[config.mk]
export PLATFORM = sky130hd
export DESIGN_NAME = snake_game_ctrl
export DESIGN_NICKNAME = d
export VERILOG_FILES = /design/src/rtl/snake_pkg.sv /design/src/rtl/key_debounce.sv /design/src/rtl/snake_game_ctrl.sv
export SDC_FILE = /design/constraint.sdc
export NUM_CORES = 1
export LEC_CHECK = 0
export ABC_CLOCK_PERIOD_IN_PS = 7200
export CORE_MARGIN = 1.5
export CORE_UTILIZATION = 45
export DETAILED_ROUTE_END_ITERATION = 12
export HOLD_SLACK_MARGIN = 0.1
export PLACE_DENSITY = 0.79
export SYNTH_ARGS = -nofsm -noshare
export SYNTH_HDL_FRONTEND = slang
export SYNTH_SLANG_ARGS = --single-unit
[constraint.sdc]
create_clock -name Clk_24mhz -period 7.2 [get_ports Clk_24mhz]
set_clock_uncertainty 0.1 [all_clocks]
set_input_delay 0.72 -clock Clk_24mhz [delete_from_list [all_inputs] [get_ports Clk_24mhz]]
set_output_delay 0.72 -clock Clk_24mhz [all_outputs]
set_load 0.01 [all_outputs]
[src/rtl/snake_pkg.sv]
// rtl/snake_pkg.sv - shared game-state encoding and grid defaults for the snake game
package snake_pkg;

    // One-hot game states; the score display decodes Game_status with these same values.
    typedef enum logic [2:0] {
        ST_START = 3'b001,
        ST_PLAY  = 3'b010,
        ST_END   = 3'b100
    } game_state_e;

    localparam int SNAKE_COORD_W = 6;

endpackage

[src/rtl/key_debounce.sv]
// rtl/key_debounce.sv - 2-FF synchroniser, stable-time debounce and press pulse for an active-low key
module key_debounce #(
    parameter int DB_CYCLES = 480_000
) (
    input  logic Clk_24mhz,
    input  logic Rst_n,
    input  logic Key_raw,
    output logic Key_press
);

    localparam int CNT_W = $clog2(DB_CYCLES + 1);

    logic             sync_1;
    logic             sync_2;
    logic             key_level;
    logic [CNT_W-1:0] stable_cnt;

    // Idle level of the key is high, so synchroniser and debounced level reset to 1.
    always_ff @(posedge Clk_24mhz or negedge Rst_n) begin
        if (!Rst_n) begin
            sync_1     <= 1'b1;
            sync_2     <= 1'b1;
            key_level  <= 1'b1;
            stable_cnt <= '0;
            Key_press  <= 1'b0;
        end else begin
            sync_1    <= Key_raw;
            sync_2    <= sync_1;
            Key_press <= 1'b0;
            if (sync_2 == key_level) begin
                stable_cnt <= '0;
            end else if (stable_cnt == CNT_W'(DB_CYCLES - 1)) begin
                key_level  <= sync_2;
                stable_cnt <= '0;
                Key_press  <= ~sync_2;
            end else begin
                stable_cnt <= stable_cnt + 1'b1;
            end
        end
    end

endmodule

[src/rtl/snake_game_ctrl.sv]
// rtl/snake_game_ctrl.sv - START/PLAY/END controller and apple-eat detector; SNAKE_PAUSE_EN adds pause key
module snake_game_ctrl
    import snake_pkg::*;
#(
    parameter int DB_CYCLES        = 480_000,
    parameter int END_HOLD_CYCLES  = 48_000_000,
    parameter int ADD_PULSE_CYCLES = 4,
    parameter int COORD_W          = SNAKE_COORD_W
) (
    input  logic               Clk_24mhz,
    input  logic               Rst_n,
    input  logic               Key_start,
`ifdef SNAKE_PAUSE_EN
    input  logic               Key_pause,
`endif
    input  logic               Move_tick,
    input  logic               Hit_wall,
    input  logic               Hit_body,
    input  logic [COORD_W-1:0] Head_x,
    input  logic [COORD_W-1:0] Head_y,
    input  logic [COORD_W-1:0] Apple_x,
    input  logic [COORD_W-1:0] Apple_y,
    output logic [2:0]         Game_status,
    output logic               Body_add_sig,
    output logic               Apple_respawn,
    output logic               Game_pause
);

    localparam int HOLD_W = $clog2(END_HOLD_CYCLES + 1);
    localparam int ADD_W  = $clog2(ADD_PULSE_CYCLES + 1);

    game_state_e       state_q;
    game_state_e       state_d;
    logic [HOLD_W-1:0] hold_cnt;
    logic [ADD_W-1:0]  add_cnt;
    logic              start_press;
    logic              pause_q;
    logic              tick;
    logic              hit;
    logic              eat;

    key_debounce #(.DB_CYCLES(DB_CYCLES)) u_start_db (
        .Clk_24mhz (Clk_24mhz),
        .Rst_n     (Rst_n),
        .Key_raw   (Key_start),
        .Key_press (start_press)
    );

`ifdef SNAKE_PAUSE_EN
    logic pause_press;

    key_debounce #(.DB_CYCLES(DB_CYCLES)) u_pause_db (
        .Clk_24mhz (Clk_24mhz),
        .Rst_n     (Rst_n),
        .Key_raw   (Key_pause),
        .Key_press (pause_press)
    );

    always_ff @(posedge Clk_24mhz or negedge Rst_n) begin
        if (!Rst_n) begin
            pause_q <= 1'b0;
        end else if (state_d != ST_PLAY) begin
            pause_q <= 1'b0;
        end else if (state_q == ST_PLAY && pause_press) begin
            pause_q <= ~pause_q;
        end
    end
`else
    assign pause_q = 1'b0;
`endif

    // A paused game sees neither moves nor start presses.
    assign tick = Move_tick & ~pause_q;
    assign hit  = Hit_wall | Hit_body;
    assign eat  = (state_q == ST_PLAY) && tick && !hit
                  && (Head_x == Apple_x) && (Head_y == Apple_y);

    always_ff @(posedge Clk_24mhz or negedge Rst_n) begin
        if (!Rst_n) begin
            state_q <= ST_START;
        end else begin
            state_q <= state_d;
        end
    end

    always_comb begin
        state_d = state_q;
        case (state_q)
            ST_START: if (start_press && !pause_q)        state_d = ST_PLAY;
            ST_PLAY:  if (tick && hit)                    state_d = ST_END;
            ST_END:   if (start_press && hold_cnt == '0)  state_d = ST_START;
            default:                                      state_d = ST_START;
        endcase
    end

    always_comb begin
        Game_status  = state_q;
        Body_add_sig = (add_cnt != '0);
        Game_pause   = pause_q;
    end

    always_ff @(posedge Clk_24mhz or negedge Rst_n) begin
        if (!Rst_n) begin
            hold_cnt <= '0;
        end else if (state_q != ST_END && state_d == ST_END) begin
            hold_cnt <= HOLD_W'(END_HOLD_CYCLES);
        end else if (state_q == ST_END && hold_cnt != '0) begin
            hold_cnt <= hold_cnt - 1'b1;
        end
    end

    // Eats are only accepted with the counter idle, so a pulse is never extended
    // and the output drops for at least one cycle between pulses.
    always_ff @(posedge Clk_24mhz or negedge Rst_n) begin
        if (!Rst_n) begin
            add_cnt       <= '0;
            Apple_respawn <= 1'b0;
        end else begin
            Apple_respawn <= 1'b0;
            if (state_d != ST_PLAY) begin
                add_cnt <= '0;
            end else if (eat && add_cnt == '0) begin
                add_cnt       <= ADD_W'(ADD_PULSE_CYCLES);
                Apple_respawn <= 1'b1;
            end else if (add_cnt != '0) begin
                add_cnt <= add_cnt - 1'b1;
            end
        end
    end

endmodule

==> Word-level counts from Yosys, hierarchy flattened <==
Index checks and enable logic that the tools add are counted.
{ "classes": {"eq_ne": 10, "bitwise_logic": 3, "addsub": 3, "n_reduce_logical": 17, "mux": 15} }
{ "op_table": {"columns": ["op", "count"], "rows": [
  ["two-way mux 26 bit", 2],
  ["two-way mux 19 bit", 2],
  ["zero test 26 bit", 1],
  ["nonzero test 26 bit", 1],
  ["subtractor 26 x 1 -> 26 bit, second input constant", 1],
  ["adder 19 x 1 -> 19 bit, second input constant", 1],
  ["equality test 19 bit, second input constant", 1],
  ["two-way mux 3 bit", 6],
  ["equality test 6 bit", 2],
  ["logical AND 1 bit", 9],
  ["case mux 3 bit (3 select lines)", 1],
  ["equality test 3 bit, second input constant", 2],
  ["nonzero test 3 bit", 2],
  ["two-way mux 1 bit", 4],
  ["equality test 3 x 1 -> 1 bit, second input constant", 1],
  ["equality test 3 x 2 -> 1 bit, second input constant", 1],
  ["zero test 3 bit", 1],
  ["!= test 3 x 2 -> 1 bit, second input constant", 1],
  ["!= test 3 bit, second input constant", 1],
  ["subtractor 3 x 1 -> 3 bit, second input constant", 1],
  ["NOT 1 bit", 2],
  ["AND reduction 2 bit", 1],
  ["nonzero test 2 bit", 1],
  ["equality test 1 bit", 1],
  ["other kinds (2)", 2]
]} }
{ "word_totals": {"word_cells": 57, "out_inout_bits": 6, "register_bits": 56, "inputBits": 30} }

==> Depth between registers and ports, before layout <==
Gate-level depths: netlist of run 1.
{ "depth": {"word_depth": 8, "depth_mapped": 8, "depth_no_buf": 7} }

==> By module <==
Synthesis of run 1 repeated with hierarchy kept, for this count alone.
{ "unflattened": {"cells_unflattened": 315, "area_unflattened_um2": 3062.9} }
{ "modules_own_cells": {"columns": ["module", "cells_per_inst", "seq_area_each_um2", "instances", "area_each_um2"], "rows": [
  ["snake_game_ctrl", 207, 827.0, 1, 1946.9],
  ["key_debounce", 108, 579.3, 1, 1116.1]
]} }

==> Worst setup path after synthesis of run 1 <==
OpenSTA, ideal clock, no wires.
{ "synth_timing": {"kind": "reg-to-reg", "startpoint": "register hold_cnt[4]", "endpoint": "register hold_cnt[19]", "n_path_buf": 1, "t_arrival_ns": 2.350, "required_ns": 6.968, "setup_ns": 0.132, "synth_period_minus_slack_ns": 2.582, "stages_incl_launch_ff": 7, "path_slack_ns": 4.618, "cell_sequence": "dfrtp_1 > or4_4 > or4b_4 > a211o_2 > buf_6 > o31ai_2 > or3b_1"} }
{ "synth_via": {"elab_chain_cells": 7, "elab_cells_between_ends": 12, "classes_between": "1 x add/sub; 1 x eq/ne; 4 x mux; 6 x reduce/logical"} }
{ "synth_lines": {"columns": ["item", "line", "text"], "rows": [
  ["start, declared", "snake_game_ctrl.sv:34", "logic [HOLD_W-1:0] hold_cnt;"],
  ["start signal, assigned", "snake_game_ctrl.sv:106", "hold_cnt <= HOLD_W'(END_HOLD_CYCLES);"],
  ["start signal, assigned", "snake_game_ctrl.sv:108", "hold_cnt <= hold_cnt - 1'b1;"],
  ["branches (longest 7 deep; another with subtractor 26 x 1 -> 26 bit)", null, null]
]} }
Several ways; the timed one is not identified. The select of a mux whose other input is x is not followed.
A chain may end at the register's enable or synchronous reset.

==> Worst setup path after layout of run 1 <==
{ "layout_timing": {"startpoint": "register hold_cnt[4]", "endpoint": "register hold_cnt[7]"} }
The elaborated chain is that of the path after synthesis.

==> metrics list, run 1 <==
* Count of synthesis-stage warnings from yosys: 0
- Summed over all cells, the static leakage comes to 1.38 nW.
* Peak supply drop: 0.0000968 V
* Number of detailed-routing iterations run before antenna repair: 4
- TritonCTS clock tree: built
- Worst-path cell with the longest stage delay: sky130_fd_sc_hd__o21ai_1
* DRC: 0
- Register-to-register setup slack: 4500 ps
- Peak Freq: 370 MHz
- The final layout contains routed wiring with a total length of 5820 microns.
- In this run the critical register-to-register path is captured at hold_cnt[7]$_DFFE_PN0P_.
- Kind of critical path: flip-flop to flip-flop
- At the pin with the least slew margin, the transition time is 1010 ps.
* Setup-violating endpoint count in the final report: 0
- No sink is reached through more buffers than the 2 on the longest clock path.
- Final hold violation count: 0
- Flip-flop cell with the highest count after synthesis: sky130_fd_sc_hd__dfrtp_1
* Number of slew-limit violations in the final report: 0
* Antenna Violating Nets Remaining: 0
* Share of layout cells above drive strength 1: 7.88%
* Cells along the critical path: nor4_1 > nand4b_1 > o21ai_1 > o311ai_0 > o41ai_1
* Capturing element of the worst setup path: hold_cnt[7]$_DFFE_PN0P_
- Start point of the critical path: hold_cnt[4]$_DFFE_PN0P_
- GP Congestion: 0.775
- Power spread over the standard cell area amounts to 167 nW/um^2.
- The initial utilization of the core area, before any placement, comes to 46.6%.
- Number of standard cells in the final layout excluding fillers: 407
* Number of different library cells in the post-synthesis netlist: 52
- Total negative setup slack: 0 ps
* Clock transition at the registers of the reported paths: 110 ps
- The first global-routing pass estimated 9940 microns of wire.
- Area inside the core boundary: 6350 sq um
- Iter 0 DRT Violations: 136
- Maximum number of pins on one net before global-route repair: 57
- P&R area growth vs syn: 16.5%
* Die Ht: 84.1 microns
* Sum of net half-perimeters after detailed placement: 4200 microns
* Number of buffers inserted to repair setup after CTS: 0
- Counting every net in the synthesized netlist gives 331.
- Arr. time, crit path: 2820 ps
- Buffers inserted to repair hold after CTS numbered 0.
- Run status: complete, no violations
* Mapped Cells: 296
- After layout, the worst path uses 37.6% of the clock period.
- For this run, the total global-route usage over all layers was measured as 17.2%.
- Per-cell via count in the routed design: 5.74
- Count of buffering cells on the critical path with inverters included: 0
- The worst setup path is captured at a flip-flop.
- In this run the tightest slew margin relative to its limit is 32.1%.
- Counting cells, the worst reg-to-reg path comes to 5.
* Master cell of the clock root buffer: sky130_fd_sc_hd__clkbuf_8
- Counting flops and latches in the post-synthesis netlist gives 56.
* Leading cell type in the layout, fill and taps excluded: sky130_fd_sc_hd__dfrtp_1
* Number of buffers added on ports: 34
* Vias in the first global route: 2188
- Die area: 7080 sq um
- In the layout the commonest cells are sky130_fd_sc_hd__dfrtp_1 (52), sky130_fd_sc_hd__nor2_1 (33), sky130_fd_sc_hd__clkdlybuf4s50_1 (33), sky130_fd_sc_hd__xor2_1 (26), sky130_fd_sc_hd__nand2_1 (19).
* Floorplan die width: 84.1 microns
- After synthesis, flip-flops and latches occupy 47.5% of the total area.
- Data required time of the worst path: 7320 ps
* Number of cells on the critical path: 5
- For this design, the sink count on the clock tree is 56.
* Count of antenna diodes in the layout: 0
* Number of nets in the layout: 364
- In this run the worst path has a maximum fanout of 17.
* Number of buffers inserted during clock tree synthesis: 5
- In this run the critical register-to-register path is launched from hold_cnt[4]$_DFFE_PN0P_.
- H-tree depth: 2
- Subtracting the final worst setup slack from the clock period gives 2700 ps.
- Vias after detailed routing: 2336
- After global routing the overflow that remains totals 0.
- Routed length per placed instance: 14.3 microns
- Counting flops with a built-in enable in the synthesized netlist gives 0.
* Initial antenna violation count: 0
- The tightest min-delay check is of the flip-flop to flip-flop type.
- In this run, post-CTS repair resized a total of 0 instances.
- Share of async-settable or async-resettable flops after synthesis: 100%
* Kind of cell adding the most delay to the critical path: compound AO/OA/AOI/OAI gates
* Number of top-level pins: 36
* Number of cells after detailed placement: 399
* Clock insertion delay at the later pin of the skew report: 320 ps
- Setup repair after global routing left no endpoint under its margin.
* Max stage delay on crit path: 840 ps
- The worst setup path is launched from a flip-flop.
- Netlist area before placement: 2960 sq um
- Max-cap violations: 0
* Per-instance average area after synthesis: 10.0 sq um
- Standard-cell rows: 29
-- kinds of logic after synthesis --
family,count (synthesis),synth area share (%)
AND/OR/NAND/NOR,140,26.6
adder cells (fa/ha/maj),5,2.11
XOR/XNOR,33,9.76
AO/OA/AOI/OAI,37,8.91
other,1,0.127
multiplexers,7,2.45
flip-flops,56,47.5
buffers and inverters,17,2.54
-- stage by stage --
stage / hold slack, ps / util (%) / instance area (sq um) / power, mW / setup WS (ps)
2_1_floorplan: 245 / - / 2960 / 0.370 / 4620
3_3_place_gp: 246 / 52.8 / 3360 / 0.399 / 4620
3_5_place_dp: 247 / 52.8 / 3360 / 0.402 / 4540
4_1_cts: 264 / 54.3 / 3450 / 0.586 / 4550
5_1_grt: 266 / 54.3 / 3450 / 0.605 / 4280
6_report: 261 / 54.3 / 3450 / 0.577 / 4500
-- synth_stat cells, types with 2 or more instances --
master / count / area share (%)
sky130_fd_sc_hd__a21oi_1: 5 / 0.84
sky130_fd_sc_hd__and2_1: 3 / 0.63
sky130_fd_sc_hd__and3_1: 8 / 1.7
sky130_fd_sc_hd__and4_1: 5 / 1.5
sky130_fd_sc_hd__clkbuf_1: 7 / 0.89
sky130_fd_sc_hd__dfrtp_1: 52 / 44
sky130_fd_sc_hd__dfstp_2: 4 / 3.5
sky130_fd_sc_hd__ha_1: 5 / 2.1
sky130_fd_sc_hd__inv_1: 8 / 1.0
sky130_fd_sc_hd__mux2_2: 2 / 0.76
sky130_fd_sc_hd__mux2i_1: 5 / 1.7
sky130_fd_sc_hd__nand2_1: 19 / 2.4
sky130_fd_sc_hd__nand2b_1: 4 / 0.84
sky130_fd_sc_hd__nand3_1: 14 / 2.4
sky130_fd_sc_hd__nand4_1: 6 / 1.3
sky130_fd_sc_hd__nor2_1: 33 / 4.2
sky130_fd_sc_hd__nor2b_1: 2 / 0.42
sky130_fd_sc_hd__nor3_1: 5 / 0.84
sky130_fd_sc_hd__nor3b_1: 2 / 0.51
sky130_fd_sc_hd__nor4_1: 7 / 1.5
sky130_fd_sc_hd__o211ai_1: 5 / 1.3
sky130_fd_sc_hd__o21ai_0: 6 / 1.0
sky130_fd_sc_hd__o311ai_0: 4 / 1.2
sky130_fd_sc_hd__o31ai_1: 6 / 1.5
sky130_fd_sc_hd__o41ai_1: 4 / 1.2
sky130_fd_sc_hd__or2_2: 4 / 0.84
sky130_fd_sc_hd__or3_1: 7 / 1.5
sky130_fd_sc_hd__or4_1: 9 / 2.3
sky130_fd_sc_hd__xnor2_1: 7 / 2.1
sky130_fd_sc_hd__xor2_1: 26 / 7.7
-- flip-flops by register name, indices dropped and copies added (netlist names) --
name,cells
u_start_db.sync_1,1
Game_status,3
u_start_db.key_level,1
u_start_db.Key_press,1
Apple_respawn,1
u_start_db.stable_cnt,19
u_start_db.sync_2,1
hold_cnt,26
add_cnt,3
-- per-layer routing --
layer / up-vias / track usage, % / share of wire [%]
li1: 1132 / - / -
met1: 1137 / 22.2 / 45
met2: 60 / 28.6 / 48
met3: 7 / 4.25 / 6.1
met4: 0 / 5.22 / 1.2
met5: - / 0 / 0
-- where the power goes --
| part | leakage, nW | switching [mW] | internal [mW] |
|---|---|---|---|
| Combinational | 0.639 | 0.0277 | 0.0300 |
| Sequential | 0.688 | 0.0125 | 0.326 |
| Clock | 0.0491 | 0.109 | 0.0718 |
| Total | 1.38 | 0.149 | 0.428 |
-- area by class of cell --
type                    count  area [sq um]
clock buffers               5          68.8
clock inverters             3          26.3
fillers                   573          2900
inverters                   8          30.0
multi-input cells         223          1480
flip-flops and latches     56          1410
well taps                  77          96.3
repair buffers             35           343
-- worst min path at each step --
stage | cells after the start | start | slack [ps] | to
after global placement | 0 | u_start_db.sync_1$_DFF_PN1_ | 250 | u_start_db.sync_2$_DFF_PN1_
after CTS | 0 | u_start_db.sync_1$_DFF_PN1_ | 260 | u_start_db.sync_2$_DFF_PN1_
after detailed placement | 0 | u_start_db.sync_1$_DFF_PN1_ | 250 | u_start_db.sync_2$_DFF_PN1_
after global routing | 0 | u_start_db.sync_1$_DFF_PN1_ | 270 | u_start_db.sync_2$_DFF_PN1_
final | 0 | u_start_db.sync_1$_DFF_PN1_ | 260 | u_start_db.sync_2$_DFF_PN1_
after floorplan | 0 | u_start_db.sync_1$_DFF_PN1_ | 250 | u_start_db.sync_2$_DFF_PN1_
No activity file was read; power rests on OpenSTA's default activity.
==> run 2: changes to the inputs <==
ABC_CLOCK_PERIOD_IN_PS = 2420   (was 7200)
PLACE_DENSITY = 0.81   (was 0.79)
clock period = 2.42 ns   (was 7.2 ns; I/O delays follow)
==> run 2 against run 1 <==
  * The flow now finishes with violations (setup timing)
  * Utilization increased by 3.7 points
  * Clock power increased to 2.9 times the previous value
  * Worst hold slack got worse by 43 ps
  * Final area increased by 6.9%
  * Combinational power increased to 3.7 times the previous value
  * Non-clock buffer count increased by 22
  * Global-route usage increased by 1.7 points
  * Register-to-register slack got worse by 4600 ps
  * Clock-buffer cell count increased by 1
  * Final cell count increased by 5.4%
==> metrics list, run 2 (same netlist as run 1, synthesis figures left out) <==
- Run status: finished with violations
- The checks that failed: setup timing.
* Routed length per placed instance: 14.7 microns (+3.1%)
- The first-pass iteration count of the detailed router came to 4 (unchanged).
- The worst-margin pin slew was 620 ps (-392 ps).
- The total overflow reported by the global router was 0 (unchanged).
- By startpoint and endpoint, the worst setup path is classified as flip-flop to flip-flop.
- The achievable frequency is 401 MHz (+8.5%).
- The internal portion of total power was 1.29 mW (+200%).
* Clock transition at the registers of the reported paths: 110 ps (about the same)
- The final worst-path cycle share came to 103% (+65 points).
* Highest-count cells in the layout ignoring fill and taps: sky130_fd_sc_hd__dfrtp_1 (52), sky130_fd_sc_hd__nor2_1 (33), sky130_fd_sc_hd__clkdlybuf4s50_1 (33), sky130_fd_sc_hd__xor2_1 (26), sky130_fd_sc_hd__buf_4 (20)
- The total number of vias came to 2438 (+4.4%).
- Number of flip-flops in the largest register: 26 (unchanged)
* Clock insertion delay at the later pin of the skew report: 320 ps (about the same)
- The final routed DRC violation total came to 0 (unchanged).
- Number of buffers inserted during clock tree synthesis: 5 (unchanged)
- Floorplan die width: 84.1 microns (unchanged)
- Maximum number of pins on one net before global-route repair: 31 (-46%)
- The tree is rooted in a sky130_fd_sc_hd__clkbuf_8.
* P_leak: 1.50 nW (+9.3%)
- Worst-path cell with the longest stage delay: sky130_fd_sc_hd__or4_4
* Share of layout cells above drive strength 1: 15.3% (+7.5 points)
- Data required time of the worst path: 2530 ps (-4790 ps)
* Per-cell via count in the routed design: 5.68 (-0.99%)
- Setup repair after global routing could not meet its margin everywhere.
- The overall power came to 1.74 mW (+200%).
* TritonCTS clock tree: built
- Antenna Violating Nets Remaining: 0 (unchanged)
- In this run the worst setup path begins at hold_cnt[5]$_DFFE_PN0P_.
- Number of cells after detailed placement: 418 (+4.8%)
* Worst min-delay path startpoint: Key_start
- The headroom to the max-slew limit was 58.7% (+27 points).
- The power density over cell area is 471 nW/um^2 (+180%).
- The hold violation count in the final report was 0 (unchanged).
- Power share of the combinational group: 12.2% (+2.2 points)
* Standard-cell rows: 29 (unchanged)
- Effective utilization at floorplan: 46.6% (unchanged)
- The delay of the slowest cell on the worst path came to 520 ps (-320 ps).
- The overall global routing resource usage is 18.9% (+1.7 points).
- Sum of net half-perimeters after detailed placement: 4410 microns (+5.1%)
* Final critical path time including I/O delays and setup: 2490 ps (-211 ps)
- Nature of the critical path endpoint: flip-flop
- Sum of routed wire length over all layers: 6320 microns (+8.7%)
- Regs by FF count: hold_cnt: 26 flops, u_start_db.stable_cnt: 19 flops
- Cells along the critical path: or4_4 > or4b_4 > a211o_4 > o31ai_2 > or3b_1
- The number of diodes added for antenna fixing is 0 (unchanged).
- Number of nets in the layout: 386 (+6.0%)
- The largest fanout of any net on the critical path came to 6 (-11).
* H-tree depth: 2 (unchanged)
- The number of setup violations in the final report was 4 (+4).
* Die area: 7080 sq um (unchanged)
- Maximum root-to-sink buffer count: 2 (unchanged)
- In this run the critical register-to-register path is launched from hold_cnt[5]$_DFFE_PN0P_.
- The max-capacitance violation count is 0 (unchanged).
- Iter 0 DRT Violations: 138 (+1.5%)
- Part of the power in the clock network: 30.4% (-1.0 points)
- Area inside the core boundary: 6350 sq um (unchanged)
- Flop pwr share: 57.4% (-1.2 points)
* GP Congestion: 0.859 (+11%)
- The number of top-level pins came to 36 (unchanged).
- Leading cell type in the layout, fill and taps excluded: sky130_fd_sc_hd__dfrtp_1
* Die Ht: 84.1 microns (unchanged)
- Net switching power: 0.449 mW (+200%)
- Arr. time, crit path: 2610 ps (-210 ps)
- The proportion of total power due to net switching was 25.8% (-0.082 points).
- STA classifies the critical path startpoint as a flip-flop.
- Number of standard cells in the final layout excluding fillers: 429 (+5.4%)
* Minimum hold slack: 218 ps (-42.9 ps)
- The min-delay analysis places its worst path in the category primary input to flip-flop.
- The worst setup slack after layout is -73.4 ps (-4570 ps).
- Peak supply drop: 0.000313 V (+220%)
- The number of clock sinks came to 56 (unchanged).
- Initial antenna violation count: 0 (unchanged)
* Number of buffers added on ports: 34 (unchanged)
- Counting flops per register, the top entry is hold_cnt.
- The global-route wire length before repair came to 11000 microns (+10%).
* Vias in the first global route: 2404 (+9.9%)
* P&R area growth vs syn: 24.5%
* Number of slew-limit violations in the final report: 0 (unchanged)
run 2: power by group through the flow:
stage	Clock [mW]	Combinational (mW)	Sequential [mW]
6_report	0.528	0.212	0.997
3_5_place_dp	0	0.206	1.01
3_3_place_gp	0	0.200	1.01
2_1_floorplan	0	0.0879	1.01
4_1_cts	0.538	0.212	0.996
5_1_grt	0.580	0.236	1.00
run 2: timing repair:
item,in CTS,in global routing
setup buffers,2,0
endpoints found under the hold margin,24,0
resized for setup,3,10
hold buffers,1,0
pin swaps,1,2
setup endpoints to repair,6,9
gates cloned,0,0
run 2: area by class of cell:
cell class                 count  area [sq um]
timing repair buffer          57           527
clock buffer                   6          72.6
clock inverter                 2          16.3
multi-input combinational    223          1540
inverter                       8          30.0
sequential                    56          1410
tap                           77          96.3
fill                         514          2660
run 2: per-stage QoR:
step	setup slack [ps]	area [sq um]	TNS [ps]	utilization (%)
2_1_floorplan	-162	2960	-350	-
3_3_place_gp	-105	3510	-250	55.3
3_5_place_dp	-151	3510	-561	55.3
4_1_cts	-84.6	3640	-277	57.4
5_1_grt	-108	3690	-371	58.1
6_report	-73.4	3690	-180	58.1
run 2: path summary, 6_finish.rpt:
check | end | slack [ps] | cells past startpoint
max | hold_cnt[19]$_DFFE_PN0P_ | -70 | 5
min reg2reg | u_start_db.sync_2$_DFF_PN1_ | 270 | 0
max in group asynchronous | u_start_db.sync_2$_DFF_PN1_ | 1210 | 3
min | u_start_db.sync_1$_DFF_PN1_ | 220 | 1
max reg2reg | hold_cnt[19]$_DFFE_PN0P_ | -70 | 5
min in group asynchronous | hold_cnt[24]$_DFFE_PN0P_ | 360 | 2
run 2: per-layer routing:
metal  global-route usage, %  wire length (microns)  vias to the layer above
met3                    4.55                    379                       10
met4                    5.96                     97                        0
met1                    25.5                   2870                     1194
met2                    30.2                   2970                       62
met5                       0                      0                        -
li1                        -                      -                     1172
run 2: worst max-delay path: cells and delay by family, from the launching register on:
kind	cells	cell delay [ps]
AOI/OAI and AO/OA	2	490
and+or+nand+nor	3	1400
DFF	1	400
